`config.mk`:
```
export PLATFORM = sky130hd
export DESIGN_NAME = alu_secuencial_flat
export DESIGN_NICKNAME = d
export VERILOG_FILES = /design/src/rtl/alu_secuencial_pkg.sv /design/src/rtl/alu_secuencial_if.sv /design/src/rtl/alu_secuencial_iter_nucleo.sv /design/src/rtl/alu_secuencial.sv /design/src/flat_wrapper.sv
export SDC_FILE = /design/constraint.sdc
export NUM_CORES = 1
export LEC_CHECK = 0
export CAP_MARGIN = 15
export CELL_PAD_IN_SITES_DETAIL_PLACEMENT = 0
export CELL_PAD_IN_SITES_GLOBAL_PLACEMENT = 2
export CORE_UTILIZATION = 39
export CTS_CLUSTER_SIZE = 10
export DETAILED_ROUTE_END_ITERATION = 8
export PLACE_DENSITY = 0.91
export SYNTH_ARGS = -nofsm -noshare
export SYNTH_HDL_FRONTEND = slang
export SYNTH_SLANG_ARGS = --single-unit
```
`constraint.sdc`:
```
create_clock -name clk -period 3.9 [get_ports clk]
set_clock_uncertainty 0.15 [all_clocks]
set_input_delay 0.39 -clock clk [delete_from_list [all_inputs] [get_ports clk]]
set_output_delay 0.39 -clock clk [all_outputs]
set_load 0.02 [all_outputs]
```
`src/rtl/alu_secuencial_pkg.sv`:
```
// Shared types for the sequential ALU: opcode encoding, FSM states and
// the two's-complement overflow helper.
package alu_pkg;

  // Opcode encoding inherited from the combinational 4-bit ALU.
  // OP_NULA is only the reset value of the latched opcode; it is not a valid op.
  typedef enum logic [3:0] {
    OP_NULA  = 4'b0000,
    OP_SUMA  = 4'b0001,
    OP_RESTA = 4'b0010,
    OP_MULT  = 4'b0011,
    OP_DIV   = 4'b0100,
    OP_MOD   = 4'b0101,
    OP_AND   = 4'b0110,
    OP_OR    = 4'b0111,
    OP_XOR   = 4'b1000,
    OP_SHL   = 4'b1001,
    OP_SHR   = 4'b1010
  } op_e;

  // Controller states: idle/accepting, or running an iterative op.
  typedef enum logic {
    REPOSO = 1'b0,
    ITERA  = 1'b1
  } estado_e;

  // Signed overflow of A+B (resta=0) or A-B (resta=1), from sign bits only.
  function automatic logic desborde_c2(input logic sa, input logic sb,
                                       input logic sr, input logic resta);
    logic sb_ef;
    sb_ef = sb ^ resta;
    return (sa == sb_ef) && (sr != sa);
  endfunction

endpackage

```
`src/rtl/alu_secuencial_if.sv`:
```
// Operand/result bus between the datapath controller and the ALU.
interface alu_secuencial_if #(
  parameter int N = 4
);
  logic         inicio;
  logic [3:0]   selector;
  logic [N-1:0] entrada1;
  logic [N-1:0] entrada2;
  logic [N-1:0] resultado;
  logic         carry;
  logic         cero;
  logic         negativo;
  logic         desbordamiento;
  logic         op_invalida;
  logic         ocupado;
  logic         listo;

  // Requester side: issues operations and reads results.
  modport master (
    output inicio, selector, entrada1, entrada2,
    input  resultado, carry, cero, negativo, desbordamiento,
    input  op_invalida, ocupado, listo
  );

  // ALU side.
  modport slave (
    input  inicio, selector, entrada1, entrada2,
    output resultado, carry, cero, negativo, desbordamiento,
    output op_invalida, ocupado, listo
  );
endinterface

```
`src/rtl/alu_secuencial_iter_nucleo.sv`:
```
// Iterative core: shift-add multiplier and restoring divider, one step per paso.
// Outputs show the value AFTER the step being applied this cycle, so the
// controller can capture the final result on the same edge as the last step.
module alu_iter_nucleo #(
  parameter int N = 4
) (
  input  logic           clk,
  input  logic           rst,
  input  logic           carga_i,
  input  logic           paso_i,
  input  logic           es_mult_i,
  input  logic [N-1:0]   a_i,
  input  logic [N-1:0]   b_i,
  output logic [2*N-1:0] producto_o,
  output logic [N-1:0]   cociente_o,
  output logic [N-1:0]   residuo_o
);

  logic           es_mult_q;
  logic [2*N-1:0] acum_q, acum_d;
  logic [2*N-1:0] mcand_q, mcand_d;
  logic [N-1:0]   mplier_q, mplier_d;
  logic [N-1:0]   resto_q, resto_d;
  logic [N-1:0]   coc_q, coc_d;
  logic [N-1:0]   divisor_q;
  logic [N:0]     resto_desp;
  logic [N:0]     resto_rest;

  // One step of each algorithm, computed from the current iteration registers.
  always_comb begin
    // Shift-add: add the shifted multiplicand when the multiplier LSB is set.
    acum_d   = acum_q + (mplier_q[0] ? mcand_q : '0);
    mcand_d  = mcand_q << 1;
    mplier_d = mplier_q >> 1;
    // Restoring division: bring down the next dividend bit, trial-subtract.
    // With a zero divisor the trial always succeeds, giving an all-ones
    // quotient and a remainder equal to the dividend.
    resto_desp = {resto_q, coc_q[N-1]};
    resto_rest = resto_desp - {1'b0, divisor_q};
    if (resto_desp >= {1'b0, divisor_q}) begin
      resto_d = resto_rest[N-1:0];
      coc_d   = {coc_q[N-2:0], 1'b1};
    end else begin
      resto_d = resto_desp[N-1:0];
      coc_d   = {coc_q[N-2:0], 1'b0};
    end
  end

  assign producto_o = acum_d;
  assign cociente_o = coc_d;
  assign residuo_o  = resto_d;

  // Load operands on carga, otherwise advance the selected algorithm on paso.
  always_ff @(posedge clk or posedge rst) begin
    if (rst) begin
      es_mult_q <= 1'b0;
      acum_q    <= '0;
      mcand_q   <= '0;
      mplier_q  <= '0;
      resto_q   <= '0;
      coc_q     <= '0;
      divisor_q <= '0;
    end else if (carga_i) begin
      es_mult_q <= es_mult_i;
      acum_q    <= '0;
      mcand_q   <= {{N{1'b0}}, a_i};
      mplier_q  <= b_i;
      resto_q   <= '0;
      coc_q     <= a_i;
      divisor_q <= b_i;
    end else if (paso_i) begin
      if (es_mult_q) begin
        acum_q   <= acum_d;
        mcand_q  <= mcand_d;
        mplier_q <= mplier_d;
      end else begin
        resto_q <= resto_d;
        coc_q   <= coc_d;
      end
    end
  end

endmodule

```
`src/rtl/alu_secuencial.sv`:
```
// Registered N-bit ALU: single-cycle logic/arith/shift ops, iterative
// mult/div/modulo behind an inicio/ocupado/listo handshake.
module alu_secuencial
  import alu_pkg::*;
#(
  parameter int N = 4
) (
  input  logic             clk,
  input  logic             rst,
  alu_secuencial_if.slave  bus
);

  localparam int            CW       = (N > 2) ? $clog2(N) : 1;
  localparam logic [CW-1:0] CONT_INI = CW'(N - 1);
  localparam logic [N:0]    N_LIM    = (N + 1)'(N);

  estado_e        estado_q, estado_d;
  logic [CW-1:0]  cont_q, cont_d;
  op_e            op_q, op_d;
  logic           b_cero_q, b_cero_d;
  logic [N-1:0]   res_q, res_d;
  logic           carry_q, carry_d;
  logic           cero_q, cero_d;
  logic           neg_q, neg_d;
  logic           desb_q, desb_d;
  logic           inv_q, inv_d;
  logic           listo_q, listo_d;

  logic           carga, paso, es_mult;
  logic [2*N-1:0] producto;
  logic [N-1:0]   cociente, residuo;

  logic [N-1:0]   a, b;
  logic [N:0]     suma_w, resta_w, shl_w, shr_w;
  logic [N-1:0]   r1_res;
  logic           r1_c, r1_n, r1_v, r1_inv, es_iter;
  logic [N-1:0]   it_res;

  assign a       = bus.entrada1;
  assign b       = bus.entrada2;
  assign es_mult = (bus.selector == OP_MULT);

  alu_iter_nucleo #(.N(N)) u_nucleo (
    .clk        (clk),
    .rst        (rst),
    .carga_i    (carga),
    .paso_i     (paso),
    .es_mult_i  (es_mult),
    .a_i        (a),
    .b_i        (b),
    .producto_o (producto),
    .cociente_o (cociente),
    .residuo_o  (residuo)
  );

  // Single-cycle results and flags for the opcode currently on the bus.
  always_comb begin
    // NOTE: every variable written here gets a default first, so no path
    // through the case leaves it unassigned and no latch is inferred.
    suma_w  = {1'b0, a} + {1'b0, b};
    resta_w = {1'b0, a} - {1'b0, b};
    shl_w   = {1'b0, a} << b;  // bit N is the last bit shifted out
    shr_w   = {a, 1'b0} >> b;  // bit 0 is the last bit shifted out
    r1_res  = '0;
    r1_c    = 1'b0;
    r1_n    = 1'b0;
    r1_v    = 1'b0;
    r1_inv  = 1'b0;
    es_iter = 1'b0;
    case (bus.selector)
      OP_SUMA: begin
        r1_res = suma_w[N-1:0];
        r1_c   = suma_w[N];
        r1_n   = suma_w[N-1];
        r1_v   = desborde_c2(a[N-1], b[N-1], suma_w[N-1], 1'b0);
      end
      OP_RESTA: begin
        r1_res = resta_w[N-1:0];
        r1_c   = resta_w[N];
        r1_n   = resta_w[N-1];
        r1_v   = desborde_c2(a[N-1], b[N-1], resta_w[N-1], 1'b1);
      end
      OP_AND: r1_res = a & b;
      OP_OR:  r1_res = a | b;
      OP_XOR: r1_res = a ^ b;
      OP_SHL: begin
        if ({1'b0, b} < N_LIM) begin
          r1_res = shl_w[N-1:0];
          r1_c   = shl_w[N];
        end
      end
      OP_SHR: begin
        if ({1'b0, b} < N_LIM) begin
          r1_res = shr_w[N:1];
          r1_c   = shr_w[0];
        end
      end
      OP_MULT, OP_DIV, OP_MOD: es_iter = 1'b1;
      default: r1_inv = 1'b1;
    endcase
  end

  // Final iterative result selected by the latched opcode.
  always_comb begin
    case (op_q)
      OP_MULT: it_res = producto[N-1:0];
      OP_DIV:  it_res = cociente;
      default: it_res = residuo;
    endcase
  end

  // Controller: accept ops in REPOSO, step the core in ITERA, write outputs.
  always_comb begin
    estado_d = estado_q;
    cont_d   = cont_q;
    op_d     = op_q;
    b_cero_d = b_cero_q;
    res_d    = res_q;
    carry_d  = carry_q;
    cero_d   = cero_q;
    neg_d    = neg_q;
    desb_d   = desb_q;
    inv_d    = inv_q;
    listo_d  = 1'b0;
    carga    = 1'b0;
    paso     = 1'b0;
    case (estado_q)
      REPOSO: begin
        if (bus.inicio) begin
          if (es_iter) begin
            carga    = 1'b1;
            estado_d = ITERA;
            cont_d   = CONT_INI;
            op_d     = op_e'(bus.selector);
            b_cero_d = (b == '0);
          end else begin
            res_d   = r1_res;
            carry_d = r1_c;
            cero_d  = (r1_res == '0);
            neg_d   = r1_n;
            desb_d  = r1_v;
            inv_d   = r1_inv;
            listo_d = 1'b1;
          end
        end
      end
      ITERA: begin
        paso   = 1'b1;
        cont_d = cont_q - 1'b1;
        if (cont_q == '0) begin
          estado_d = REPOSO;
          cont_d   = '0;
          listo_d  = 1'b1;
          res_d    = it_res;
          cero_d   = (it_res == '0);
          neg_d    = 1'b0;
          inv_d    = 1'b0;
          if (op_q == OP_MULT) begin
            carry_d = |producto[2*N-1:N];
            desb_d  = |producto[2*N-1:N];
          end else begin
            carry_d = 1'b0;
            desb_d  = b_cero_q;
          end
        end
      end
      default: estado_d = REPOSO;
    endcase
  end

  // State and output registers; reset aborts any op in flight.
  always_ff @(posedge clk or posedge rst) begin
    // NOTE: non-blocking assignments so every register samples the
    // pre-edge values, independent of statement order.
    if (rst) begin
      estado_q <= REPOSO;
      cont_q   <= '0;
      op_q     <= OP_NULA;
      b_cero_q <= 1'b0;
      res_q    <= '0;
      carry_q  <= 1'b0;
      cero_q   <= 1'b0;
      neg_q    <= 1'b0;
      desb_q   <= 1'b0;
      inv_q    <= 1'b0;
      listo_q  <= 1'b0;
    end else begin
      estado_q <= estado_d;
      cont_q   <= cont_d;
      op_q     <= op_d;
      b_cero_q <= b_cero_d;
      res_q    <= res_d;
      carry_q  <= carry_d;
      cero_q   <= cero_d;
      neg_q    <= neg_d;
      desb_q   <= desb_d;
      inv_q    <= inv_d;
      listo_q  <= listo_d;
    end
  end

  assign bus.resultado      = res_q;
  assign bus.carry          = carry_q;
  assign bus.cero           = cero_q;
  assign bus.negativo       = neg_q;
  assign bus.desbordamiento = desb_q;
  assign bus.op_invalida    = inv_q;
  assign bus.listo          = listo_q;
  assign bus.ocupado        = (estado_q == ITERA);

endmodule

```
`src/flat_wrapper.sv`:
```
// flat-port wrapper written by rule: the top's interface ports become plain ports
module alu_secuencial_flat import alu_pkg::*;
#(
  parameter int N = 4
)
  (clk, rst, bus_inicio, bus_selector, bus_entrada1, bus_entrada2, bus_resultado, bus_carry, bus_cero, bus_negativo, bus_desbordamiento, bus_op_invalida, bus_ocupado, bus_listo);
  alu_secuencial_if #(.N(N)) bus_i ();
  input  logic clk;
  input  logic rst;
  input wire logic [$bits(bus_i.inicio)-1:0] bus_inicio;
  input wire logic [$bits(bus_i.selector)-1:0] bus_selector;
  input wire logic [$bits(bus_i.entrada1)-1:0] bus_entrada1;
  input wire logic [$bits(bus_i.entrada2)-1:0] bus_entrada2;
  output wire logic [$bits(bus_i.resultado)-1:0] bus_resultado;
  output wire logic [$bits(bus_i.carry)-1:0] bus_carry;
  output wire logic [$bits(bus_i.cero)-1:0] bus_cero;
  output wire logic [$bits(bus_i.negativo)-1:0] bus_negativo;
  output wire logic [$bits(bus_i.desbordamiento)-1:0] bus_desbordamiento;
  output wire logic [$bits(bus_i.op_invalida)-1:0] bus_op_invalida;
  output wire logic [$bits(bus_i.ocupado)-1:0] bus_ocupado;
  output wire logic [$bits(bus_i.listo)-1:0] bus_listo;
  assign bus_i.inicio = bus_inicio;
  assign bus_i.selector = bus_selector;
  assign bus_i.entrada1 = bus_entrada1;
  assign bus_i.entrada2 = bus_entrada2;
  assign bus_resultado = bus_i.resultado;
  assign bus_carry = bus_i.carry;
  assign bus_cero = bus_i.cero;
  assign bus_negativo = bus_i.negativo;
  assign bus_desbordamiento = bus_i.desbordamiento;
  assign bus_op_invalida = bus_i.op_invalida;
  assign bus_ocupado = bus_i.ocupado;
  assign bus_listo = bus_i.listo;
  alu_secuencial #(.N(N)) u_core (.clk(clk), .rst(rst), .bus(bus_i));
endmodule
```
==> flow_summary.ini <==
[status]
status = finished clean

[routing]
vias = 3221
dr.pass1.iters = 4
wl_per_cell_um = 16.0
drt_iter0_drc = 146
ant_nets = 0
viasPerCell = 5.44
totalWireLength_um = 9460
drc = 0

[die]
die_x_um = 99.9
start_util_pct = 40.4
die_area_um2 = 9980
io_pins = 26
rows = 35
core_um2 = 9240
die_h_um = 99.9

[sta]
hold_violations = 0
tightest_slew_ps = 885
min_period_ps = 3100
max_slew_margin_pct = 40.6
setup_viol = 0
holdWs_ps = 274
min_period_over_period_pct = 79.6
drv_slew = 0
fin_setup_tns_ps = 0
setup_slack_ps = 798
rsz0062_at_grt = no
max_freq_mhz = 322

[clock_tree]
root_buffer = clkbuf_8
ctsHoldBuffers = 0
cts-buffers-inserted = 5
clk_pin_slew_ps = 110
h-tree-depth = 2
cts_sinks = 51
clockBufferDepth = 2
cts_resized = 0
worst_skew_pair.late_latency_ps = 310
postCtsSetupBuffers = 0
cts_tree = built

[logic_synthesis]
netlist_instances = 444
yosys_most_used_dff = dfrtp_1
synth_edf_count = 0
synth_xor_xnor_area_share_pct = 2.34
synthesis.area_um2 = 3740
synthSimpleGateAreaFrac_pct = 22.7
yosysUniqueCellTypes = 62
synthMuxAreaShare_pct = 3.88
syn_nets = 487
synth-warning-count = 0
synth_top_family_by_area = simple AND/OR/NAND/NOR gates
yosysSeqAreaShare_pct = 34.2
postSynth.asyncResetShare_pct = 100
synth.avg_cell_area_um2 = 8.41
synth_compound_area_share_pct = 20.8
ys_ff_latch = 51
synthAdderAreaFrac_pct = 10.2

[layout]
final_cell_mix = nand2_1, dfrtp_1, o21ai_0
diodes = 0
layout_commonest_cell = nand2_1
final_nets = 505
multiInputGateArea_um2 = 2240
final_layout_size_suffix_gt1_share_pct = 6.70
syn_to_final_growth_pct = 12.6
regArea_um2 = 1280
n_fill_cell = 936

[worst_setup_path]
r2r_slack_ps = 800
reg2reg_depth = 9
critPathMaxFanout = 9
worstSetupPathType = reg2reg
cp_data_required_time_ps = 3900
slowest_delay_ps = 640
cpMaxStageDelayCell = o41ai_1
critPathLaunchType = flip-flop
cp-end-kind = flip-flop
r2r-start = u_core.u_nucleo.mplier_q[0]
path_cells = and2_1 > ha_1 > fa_1 > a211oi_1 > o21bai_1 > a21oi_1 > xnor2_1 > o41ai_1 > a31oi_1
crit_arrival_ps = 3110
rr_endpoint = u_core.bus.desbordamiento

[placement]
dpl.hpwl_um = 7090
place_congestion = 0.905
portBuffers = 25
place_ws_ps = 552

[grt]
grt_max_degree = 52
grt_pass1_vias = 3076
grt_pass1_wl_um = 15800
gr-total-overflow = 0
grtUsageTotal_pct = 20.1
antenna_found_initial = 0

[job]
maxCapViolCount = 0

[pwr]
total_leakage_power_nw = 1.88
power_mw = 2.63
powerDensity_nw_per_um2 = 625
peakVddDrop_v = 0.000228

[hold_path]
hold_class = in2async
-- Yosys cell counts (all sizes together) (3+ instances only) --
cell | n | area (um^2)
dfrtp | 51 | 1280
o211ai | 5 | 37.5
xnor2 | 7 | 61.3
nand2b | 9 | 56.3
fa | 4 | 80.1
o21ai | 41 | 205
o22ai | 4 | 25.0
nand2 | 71 | 267
and2 | 11 | 68.8
ha | 24 | 300
clkbuf | 11 | 41.3
o221ai | 3 | 26.3
a211oi | 5 | 37.5
nor2b | 4 | 25.0
xor2 | 3 | 26.3
nand3b | 5 | 37.5
mux2i | 10 | 100
nor2 | 22 | 82.6
nand3 | 25 | 125
o2bb2ai | 3 | 26.3
a21o | 5 | 37.5
buf | 11 | 67.6
a21oi | 29 | 145
inv | 29 | 109
nand4 | 3 | 18.8
-- layer usage --
layer	part of all wire, %	global-route usage [%]
met1	51	29.8
met2	45	31.6
met3	2.9	1.88
met4	0.98	4.64
met5	0	0
-- cells by family (layout without fill, tap and decap cells) --
family | count (synthesis) | count (layout)
compound gates | 121 | 121
xor+xnor | 10 | 10
simple gates | 169 | 169
flops | 51 | 51
mux | 13 | 13
fa+ha+maj | 28 | 28
buf+inv | 52 | 71
-- worst max-delay path, delay by kind of cell (launching register included) --
kind                     cells  cell delay, ps
AO/OA/AOI/OAI                5            1370
XOR/XNOR                     1             110
adder cells (fa/ha/maj)      2             670
flip-flops                   1             470
AND/OR/NAND/NOR              1             190
-- worst max-delay path by stage --
stage	start	slack (ps)	cells past startpoint	to
3_3_place_gp	bus_entrada2[1]	650	9	u_core.bus.cero
3_5_place_dp	bus_entrada2[1]	550	9	u_core.bus.cero
6_report	u_core.u_nucleo.mplier_q[0]	800	9	u_core.bus.desbordamiento
4_1_cts	u_core.u_nucleo.mplier_q[0]	720	9	u_core.bus.desbordamiento
5_1_grt	bus_entrada2[1]	580	9	u_core.bus.cero
2_1_floorplan	u_core.u_nucleo.mplier_q[0]	1480	9	u_core.bus.desbordamiento
-- registers in the layout, indices dropped and copies added, names as in the netlist --
register                   cells
u_core.op_q                    4
u_core.bus.carry               1
u_core.u_nucleo.coc_q          4
u_core.u_nucleo.divisor_q      4
u_core.cont_q                  2
u_core.bus.ocupado             1
u_core.u_nucleo.es_mult_q      1
u_core.b_cero_q                1
u_core.u_nucleo.resto_q        4
u_core.bus.negativo            1
u_core.u_nucleo.mplier_q       4
u_core.bus.op_invalida         1
u_core.u_nucleo.acum_q         8
u_core.bus.resultado           4
u_core.bus.desbordamiento      1
u_core.bus.listo               1
u_core.u_nucleo.mcand_q        8
u_core.bus.cero                1
-- through the flow --
stage,instances,cell area [um^2],utilization (%)
6_report,592,4210,45.5
3_3_place_gp,583,4090,44.3
3_5_place_dp,583,4090,44.3
5_1_grt,592,4210,45.5
4_1_cts,591,4190,45.3
2_1_floorplan,444,3740,-
-- layout make-up --
type	count	share of cell area, %
flip-flops and latches	51	30.3
repair buffers	33	7.67
multi-input cells	341	53.2
well taps	129	3.84
clock buffers	5	1.64
clock inverters	3	0.654
inverters	30	2.68
-- where the power goes --
group | total, mW | internal, mW | switching (mW)
logic | 1.37 | 0.568 | 0.803
registers | 0.931 | 0.749 | 0.181
clock network | 0.327 | 0.133 | 0.194
total | 2.63 | 1.45 | 1.18
(Power assumes the default switching activity.)
